**config.mk**
```make
export PLATFORM = sky130hd
export DESIGN_NAME = uart_rx_param
export DESIGN_NICKNAME = d
export VERILOG_FILES = /design/src/rtl/uart_pkg.sv /design/src/rtl/uart_rx_fifo.sv /design/src/rtl/uart_rx_param.sv
export SDC_FILE = /design/constraint.sdc
export NUM_CORES = 1
export LEC_CHECK = 0
export CAP_MARGIN = 20
export CORE_MARGIN = 2
export CORE_UTILIZATION = 30
export CTS_BUF_LIST = sky130_fd_sc_hd__clkbuf_8
export CTS_CLUSTER_DIAMETER = 60
export DETAILED_ROUTE_END_ITERATION = 6
export GPL_TIMING_DRIVEN = 0
export PLACE_DENSITY = 0.46
export SKIP_LAST_GASP = 1
export SLEW_MARGIN = 20
export SYNTH_ARGS = -nofsm -noshare
export SYNTH_HDL_FRONTEND = slang
export SYNTH_SLANG_ARGS = --single-unit
export TNS_END_PERCENT = 100
```
**constraint.sdc**
```tcl
create_clock -name clk -period 3.5 [get_ports clk]
set_input_delay 0.525 -clock clk [delete_from_list [all_inputs] [get_ports clk]]
set_output_delay 0.525 -clock clk [all_outputs]
set_load 0.05 [all_outputs]
```
**src/rtl/uart_pkg.sv**
```systemverilog
`default_nettype none
// +----------------------------------------------------------------------------+
// | uart_pkg : shared types and constants for the parametrised UART receiver   |
// | Revision : 1.0                                                             |
// +----------------------------------------------------------------------------+
package uart_pkg;

    localparam int PAR_NONE = 0;
    localparam int PAR_EVEN = 1;
    localparam int PAR_ODD  = 2;

    localparam int MAX_PAYLOAD_BITS = 9;

    typedef enum logic [2:0] {
        ST_IDLE   = 3'd0,
        ST_START  = 3'd1,
        ST_DATA   = 3'd2,
        ST_PARITY = 3'd3,
        ST_STOP   = 3'd4,
        ST_PUSH   = 3'd5
    } rx_state_t;

    // Data is sized for the widest legal frame; narrower frames zero-fill the top.
    typedef struct packed {
        logic [MAX_PAYLOAD_BITS-1:0] data;
        logic                        parity_err;
        logic                        frame_err;
        logic                        brk;
    } rx_entry_t;

    function automatic int cycles_per_bit(input int clk_hz, input int bit_rate);
        return clk_hz / bit_rate;
    endfunction

endpackage
`default_nettype wire

```
**src/rtl/uart_rx_fifo.sv**
```systemverilog
`default_nettype none
// +----------------------------------------------------------------------------+
// | uart_rx_fifo : synchronous show-ahead FIFO with occupancy count            |
// | Revision     : 1.0                                                         |
// +----------------------------------------------------------------------------+
module uart_rx_fifo #(
    parameter int WIDTH = 8,
    parameter int DEPTH = 4
) (
    input  logic                     clk,
    input  logic                     rst,
    input  logic                     i_push,
    input  logic [WIDTH-1:0]         i_data,
    input  logic                     i_pop,
    output logic [WIDTH-1:0]         o_data,
    output logic [$clog2(DEPTH):0]   o_count,
    output logic                     o_full,
    output logic                     o_empty
);
    localparam int            AW         = $clog2(DEPTH);
    localparam logic [AW:0]   FULL_COUNT = (AW+1)'(DEPTH);

    logic [WIDTH-1:0] mem_q [DEPTH];
    logic [WIDTH-1:0] mem_d [DEPTH];
    logic [AW-1:0]    wr_ptr_q, wr_ptr_d;
    logic [AW-1:0]    rd_ptr_q, rd_ptr_d;
    logic [AW:0]      count_q, count_d;
    logic             w_do_push;
    logic             w_do_pop;

    assign o_empty   = (count_q == '0);
    assign o_full    = (count_q == FULL_COUNT);
    assign w_do_pop  = i_pop && !o_empty;
    // A pop in the same cycle frees the slot a full FIFO needs for the push.
    assign w_do_push = i_push && (!o_full || w_do_pop);

    always_comb begin
        mem_d    = mem_q;
        wr_ptr_d = wr_ptr_q;
        rd_ptr_d = rd_ptr_q;
        count_d  = count_q;
        if (w_do_push) begin
            mem_d[wr_ptr_q] = i_data;
            wr_ptr_d        = wr_ptr_q + 1'b1;
        end
        if (w_do_pop) begin
            rd_ptr_d = rd_ptr_q + 1'b1;
        end
        if (w_do_push && !w_do_pop) begin
            count_d = count_q + 1'b1;
        end else if (w_do_pop && !w_do_push) begin
            count_d = count_q - 1'b1;
        end
    end

    always_ff @(posedge clk or posedge rst) begin
        if (rst) begin
            for (int i = 0; i < DEPTH; i++) begin
                mem_q[i] <= '0;
            end
            wr_ptr_q <= '0;
            rd_ptr_q <= '0;
            count_q  <= '0;
        end else begin
            mem_q    <= mem_d;
            wr_ptr_q <= wr_ptr_d;
            rd_ptr_q <= rd_ptr_d;
            count_q  <= count_d;
        end
    end

    assign o_data  = mem_q[rd_ptr_q];
    assign o_count = count_q;

endmodule
`default_nettype wire

```
**src/rtl/uart_rx_param.sv**
```systemverilog
`default_nettype none
// +----------------------------------------------------------------------------+
// | uart_rx_param : configurable-frame UART receiver with voting and FIFO      |
// | Revision      : 1.0                                                        |
// +----------------------------------------------------------------------------+
module uart_rx_param
    import uart_pkg::*;
#(
    parameter int CLK_HZ       = 48_000_000,
    parameter int BIT_RATE     = 9600,
    parameter int PAYLOAD_BITS = 8,
    parameter int STOP_BITS    = 1,
    parameter int PARITY       = 0,
    parameter int FIFO_DEPTH   = 4
) (
    input  logic                          clk,
    input  logic                          reset,
    input  logic                          uart_rxd,
    input  logic                          uart_rx_en,
    output logic [PAYLOAD_BITS-1:0]       rx_data,
    output logic                          rx_parity_err,
    output logic                          rx_frame_err,
    output logic                          rx_break,
    output logic                          rx_valid,
    input  logic                          rx_ready,
    output logic                          rx_overrun,
    input  logic                          rx_overrun_clr,
    output logic [$clog2(FIFO_DEPTH):0]   fifo_count
);
    localparam int CYCLES_PER_BIT = cycles_per_bit(CLK_HZ, BIT_RATE);
    localparam int MID            = CYCLES_PER_BIT / 2;
    localparam int CW             = $clog2(CYCLES_PER_BIT);

    logic                    rxd_meta_q, rxd_sync_q;
    rx_state_t               state_q, state_d;
    logic [CW-1:0]           cnt_q, cnt_d;
    logic [3:0]              bit_q, bit_d;
    logic [PAYLOAD_BITS-1:0] data_q, data_d;
    logic                    smp0_q, smp0_d, smp1_q, smp1_d;
    logic                    perr_q, perr_d, ferr_q, ferr_d;
    logic                    overrun_q, overrun_d;

    logic                    w_vote, w_at_vote, w_wrap, w_push, w_full, w_empty, w_drop;
    rx_entry_t               w_entry, w_head;
    logic [$bits(rx_entry_t)-1:0] w_fifo_data;

    assign w_wrap    = (cnt_q == CW'(CYCLES_PER_BIT - 1));
    assign w_at_vote = (cnt_q == CW'(MID + 1));
    // Third sample is the live synchronised value at the vote point.
    assign w_vote    = (smp0_q & smp1_q) | (smp0_q & rxd_sync_q) | (smp1_q & rxd_sync_q);
    assign w_push    = (state_q == ST_PUSH);
    assign rx_valid  = !w_empty;
    assign w_drop    = w_push && w_full && !(rx_valid && rx_ready);

    always_comb begin
        state_d   = state_q;
        cnt_d     = w_wrap ? '0 : cnt_q + 1'b1;
        bit_d     = bit_q;
        data_d    = data_q;
        smp0_d    = (cnt_q == CW'(MID - 1)) ? rxd_sync_q : smp0_q;
        smp1_d    = (cnt_q == CW'(MID))     ? rxd_sync_q : smp1_q;
        perr_d    = perr_q;
        ferr_d    = ferr_q;
        overrun_d = overrun_q;

        case (state_q)
            ST_IDLE: begin
                cnt_d = '0;
                bit_d = '0;
                if (uart_rx_en && !rxd_sync_q) begin
                    state_d = ST_START;
                    data_d  = '0;
                    perr_d  = 1'b0;
                    ferr_d  = 1'b0;
                end
            end
            ST_START: begin
                if (w_at_vote && w_vote) begin
                    state_d = ST_IDLE;
                end else if (w_wrap) begin
                    state_d = ST_DATA;
                end
            end
            ST_DATA: begin
                if (w_at_vote) begin
                    data_d = {w_vote, data_q[PAYLOAD_BITS-1:1]};
                    bit_d  = bit_q + 4'd1;
                end
                if (w_wrap && bit_q == 4'(PAYLOAD_BITS)) begin
                    bit_d   = '0;
                    state_d = (PARITY != PAR_NONE) ? ST_PARITY : ST_STOP;
                end
            end
            ST_PARITY: begin
                if (w_at_vote) begin
                    perr_d = (^data_q) ^ w_vote ^ (PARITY == PAR_ODD);
                end
                if (w_wrap) begin
                    state_d = ST_STOP;
                end
            end
            ST_STOP: begin
                if (w_at_vote) begin
                    if (!w_vote) begin
                        ferr_d = 1'b1;
                    end
                    // Leave mid-bit on the final stop so a back-to-back start is not missed.
                    if (bit_q == 4'(STOP_BITS - 1)) begin
                        state_d = ST_PUSH;
                    end else begin
                        bit_d = bit_q + 4'd1;
                    end
                end
            end
            ST_PUSH: begin
                cnt_d   = '0;
                state_d = ST_IDLE;
            end
            default: begin
                state_d = ST_IDLE;
            end
        endcase

        if (!uart_rx_en && state_q != ST_IDLE && state_q != ST_PUSH) begin
            state_d = ST_IDLE;
        end

        if (rx_overrun_clr) begin
            overrun_d = 1'b0;
        end
        if (w_drop) begin
            overrun_d = 1'b1;
        end

        w_entry                             = '0;
        w_entry.data[PAYLOAD_BITS-1:0]      = data_q;
        w_entry.parity_err                  = perr_q;
        w_entry.frame_err                   = ferr_q;
        w_entry.brk                         = (data_q == '0) && ferr_q;
    end

    always_ff @(posedge clk or posedge reset) begin
        if (reset) begin
            rxd_meta_q <= 1'b1;
            rxd_sync_q <= 1'b1;
            state_q    <= ST_IDLE;
            cnt_q      <= '0;
            bit_q      <= '0;
            data_q     <= '0;
            smp0_q     <= 1'b1;
            smp1_q     <= 1'b1;
            perr_q     <= 1'b0;
            ferr_q     <= 1'b0;
            overrun_q  <= 1'b0;
        end else begin
            rxd_meta_q <= uart_rxd;
            rxd_sync_q <= rxd_meta_q;
            state_q    <= state_d;
            cnt_q      <= cnt_d;
            bit_q      <= bit_d;
            data_q     <= data_d;
            smp0_q     <= smp0_d;
            smp1_q     <= smp1_d;
            perr_q     <= perr_d;
            ferr_q     <= ferr_d;
            overrun_q  <= overrun_d;
        end
    end

    uart_rx_fifo #(
        .WIDTH ($bits(rx_entry_t)),
        .DEPTH (FIFO_DEPTH)
    ) u_fifo (
        .clk     (clk),
        .rst     (reset),
        .i_push  (w_push),
        .i_data  (w_entry),
        .i_pop   (rx_ready),
        .o_data  (w_fifo_data),
        .o_count (fifo_count),
        .o_full  (w_full),
        .o_empty (w_empty)
    );

    assign w_head        = rx_entry_t'(w_fifo_data);
    assign rx_data       = w_head.data[PAYLOAD_BITS-1:0];
    assign rx_parity_err = w_head.parity_err;
    assign rx_frame_err  = w_head.frame_err;
    assign rx_break      = w_head.brk;
    assign rx_overrun    = overrun_q;

    generate
        if (PAYLOAD_BITS < MAX_PAYLOAD_BITS) begin : g_unused_pad
            logic w_unused_hi;
            assign w_unused_hi = |w_head.data[MAX_PAYLOAD_BITS-1:PAYLOAD_BITS];
        end
    endgenerate

endmodule
`default_nettype wire

```
==> results by group <==
Status
  • Status: finished clean

Finish
  • Area of the multi-input gates: 1912 um2
  • NumNets Final: 441
  • Post-route cell area: 4957 um2
  • P&R area growth vs syn: 15.88%
  • Antenna fix cells: 0
  • FF/Latch Area: 2157 um2
  • # fillers: 1375
  • Share of layout cells above drive strength 1: 18.35%

Worst setup path
  • R2R cell count: 7
  • Worst R2R End: u_fifo.o_count[1]
  • Crit-path max cell delay: 0.72 ns
  • CP startpoint: u_fifo.rd_ptr_q[0]
  • CP Capture Type: output port
  • Reg-to-reg slack, setup: 1.09 ns
  • Worst path cell trace: buf_2, mux4_2, clkdlybuf4s50_1
  • Cell family with the largest share of critical-path delay: buffers and inverters
  • RR Startpoint: u_fifo.o_count[0]
  • Arr. time, crit path: 2.55 ns
  • Worst Setup EP: rx_data[7]
  • CP Buf/Inv Count: 2
  • CP Max Fanout: 10
  • Critical path startpoint category: register
  • CP Depth: 3
  • Slowest cell on the critical path: clkdlybuf4s50_1
  • WS Path Type: reg -> out
  • Req. time, crit path: 2.97 ns

Synth
  • Synth warn: 0
  • Main synth FF type: dfrtp_1
  • Top cells by area, synth: dfrtp_1, mux4_2, o21ai_0, nand2_1, ha_1
  • Register area share after synthesis: 50.42%
  • Cells after synthesis: 387
  • Register bit total from synthesis: 86
  • Syn Area/Cell: 11.05 um2
  • Post-Syn Area: 4278 um2
  • Count leader, synth: dfrtp_1
  • EDFF count, synth: 0
  • Asr flop ratio synth: 100.0%
  • Synth area leader: dfrtp_1
  • Post-synth top cells: dfrtp_1, nand2_1, o21ai_0
  • Yosys top cell area share: 47.97%
  • Syn nets: 408
  • Synth unique cells: 57

STA
  • Fin worst setup slack: 0.4231 ns
  • Final slew viol count: 0
  • Clock Skews: 0.006860 ns
  • Final critical-path required period: 3.077 ns
  • Final Cycle Share: 87.91%
  • Unrepaired setup endpoints after global routing: false
  • Fmax achieved: 325.0 MHz
  • Worst-Margin Slew: 0.7707 ns
  • Count of final setup violators: 0
  • Relative slew slack: 48.62%
  • Final hold violations: 0

Pwr
  • Tot Pwr: 2.682 mW
  • Peak supply drop: 0.2456 mV
  • Leak Pwr: 2.200 nW
  • Pwr Density: 541.0 nW/um2

CTS
  • Total clock sinks: 86
  • CTS tree: done
  • Clk buf depth: 2
  • Post-CTS sizing: 0
  • Clock-pin slew on the worst setup and hold paths: 0.09 ns
  • Clk Latency, worst-skew pair: 0.37 ns
  • Postcts setup bufs: 0
  • CTS root buf: clkbuf_8
  • # hold bufs at CTS: 0
  • H-tree levels: 3
  • Num CTS Buffers: 9

Floorplan
  • Rows: 43
  • IO Count: 22
  • Die ar.: 15230 um2
  • Starting Density: 30.82%
  • Die H: 123.4 um
  • Core box area: 13880 um2
  • Die width: 123.4 um

Routing
  • Vias: 2870
  • DRC: 0
  • Final WL: 8769 um
  • Initial DRC Count: 174
  • Final ANT Viol Nets: 0
  • Vias/cell: 4.744
  • Detailed Routing Iterations Pass 1: 4
  • WL per Instance: 14.49 um

Placement
  • Gpl congestion: 0.7508
  • Hpwl dp: 6168 um
  • Number of port buffers: 21
  • DP Worst Slack: 0.6058 ns
  • Area after DPL: 4743 um2

Global route
  • GRT Util Overall: 13.12%
  • Largest net degree at the start of global routing: 57
  • Initial antenna violation count: 0
  • First-pass GRT wire length: 15270 um
  • Remaining global-route overflow: 0
  • Vias in the first global route: 2934

Run
  • Maximum capacitance violations: 0

Min path
  • HP Class: reg -> reg
stage by stage:
stage | TNS, ns | hold slack (ns) | std cells | util [%]
floorplan | 0 | 0.3452 | 387 | -
global placement | -61.81 | 0.3498 | 588 | 33.96
detailed placement | 0 | 0.3516 | 589 | 34.17
CTS | 0 | 0.3636 | 605 | 35.71
global route | 0 | 0.3649 | 605 | 35.71
finish | 0 | 0.3608 | 605 | 35.71
cell usage in the layout (no fill, tap or decap), drive strengths merged, types with 11 or more instances in the layout:
cell and n:
clkdlybuf4s50 21, ha 14, nor2 19, xnor2 15, inv 23, clkbuf 14
nand2 61, dfrtp 82, o21ai 45, mux2 15, mux4 11, buf 13
cell type report:
| type | count | area share (%) |
|---|---|---|
| sequential | 86 | 43.51 |
| clock inverter | 7 | 1.817 |
| timing repair buffer | 22 | 4.796 |
| inverter | 22 | 1.716 |
| clock buffer | 9 | 2.499 |
| buffer | 17 | 2.549 |
| tap | 180 | 4.543 |
| multi-input combinational | 262 | 38.57 |
worst min path at each step:
stage	start	to	slack, ns	cells after the start
after floorplan	rxd_meta_q	rxd_sync_q	0.35	0
after global placement	rxd_meta_q	rxd_sync_q	0.35	0
after detailed placement	rxd_meta_q	rxd_sync_q	0.35	0
after CTS	rxd_meta_q	rxd_sync_q	0.36	0
after global routing	rxd_meta_q	rxd_sync_q	0.36	0
final	rxd_meta_q	rxd_sync_q	0.36	0
flip-flops by register name (all words and copies together), names as in the netlist, 2 cells and up:
register	cells
u_fifo.mem_q	44
cnt_q	13
data_q	8
bit_q	4
state_q	3
u_fifo.o_count	3
u_fifo.rd_ptr_q	2
u_fifo.wr_ptr_q	2
power by group:
part,total [mW],internal (mW),switching (mW)
Combinational,0.770,0.312,0.458
Sequential,1.15,1.07,0.0795
Clock,0.762,0.398,0.364
worst reg2reg max path: stages, from the launching register on:
cell     delay, ns
dfrtp_1       0.45
or4b_1        0.55
nor2b_1       0.14
buf_4         0.18
ha_1          0.24
inv_1         0.07
fa_1          0.40
mux2_2        0.27
kinds of logic after synthesis:
logic type / Yosys count / share of synthesized area [%]
AO/OA/AOI/OAI: 66 / 9.067
XOR/XNOR: 24 / 4.914
adder cells (fa/ha/maj): 15 / 4.563
buffers and inverters: 39 / 4.884
flip-flops: 86 / 50.42
multiplexers: 28 / 10.21
AND/OR/NAND/NOR: 129 / 15.94
metal layers:
| layer | wire, um | part of all wire (%) | vias up | GRT usage, % |
|---|---|---|---|---|
| met1 | 4224 | 48 | 1422 | 17.29 |
| met5 | 0 | 0 | - | 0 |
| met4 | 58 | 0.66 | 0 | 3.906 |
| met2 | 4178 | 48 | 40 | 20.60 |
| met3 | 307 | 3.5 | 8 | 4.244 |
| li1 | - | - | 1400 | - |
(Power assumes the default switching activity.)
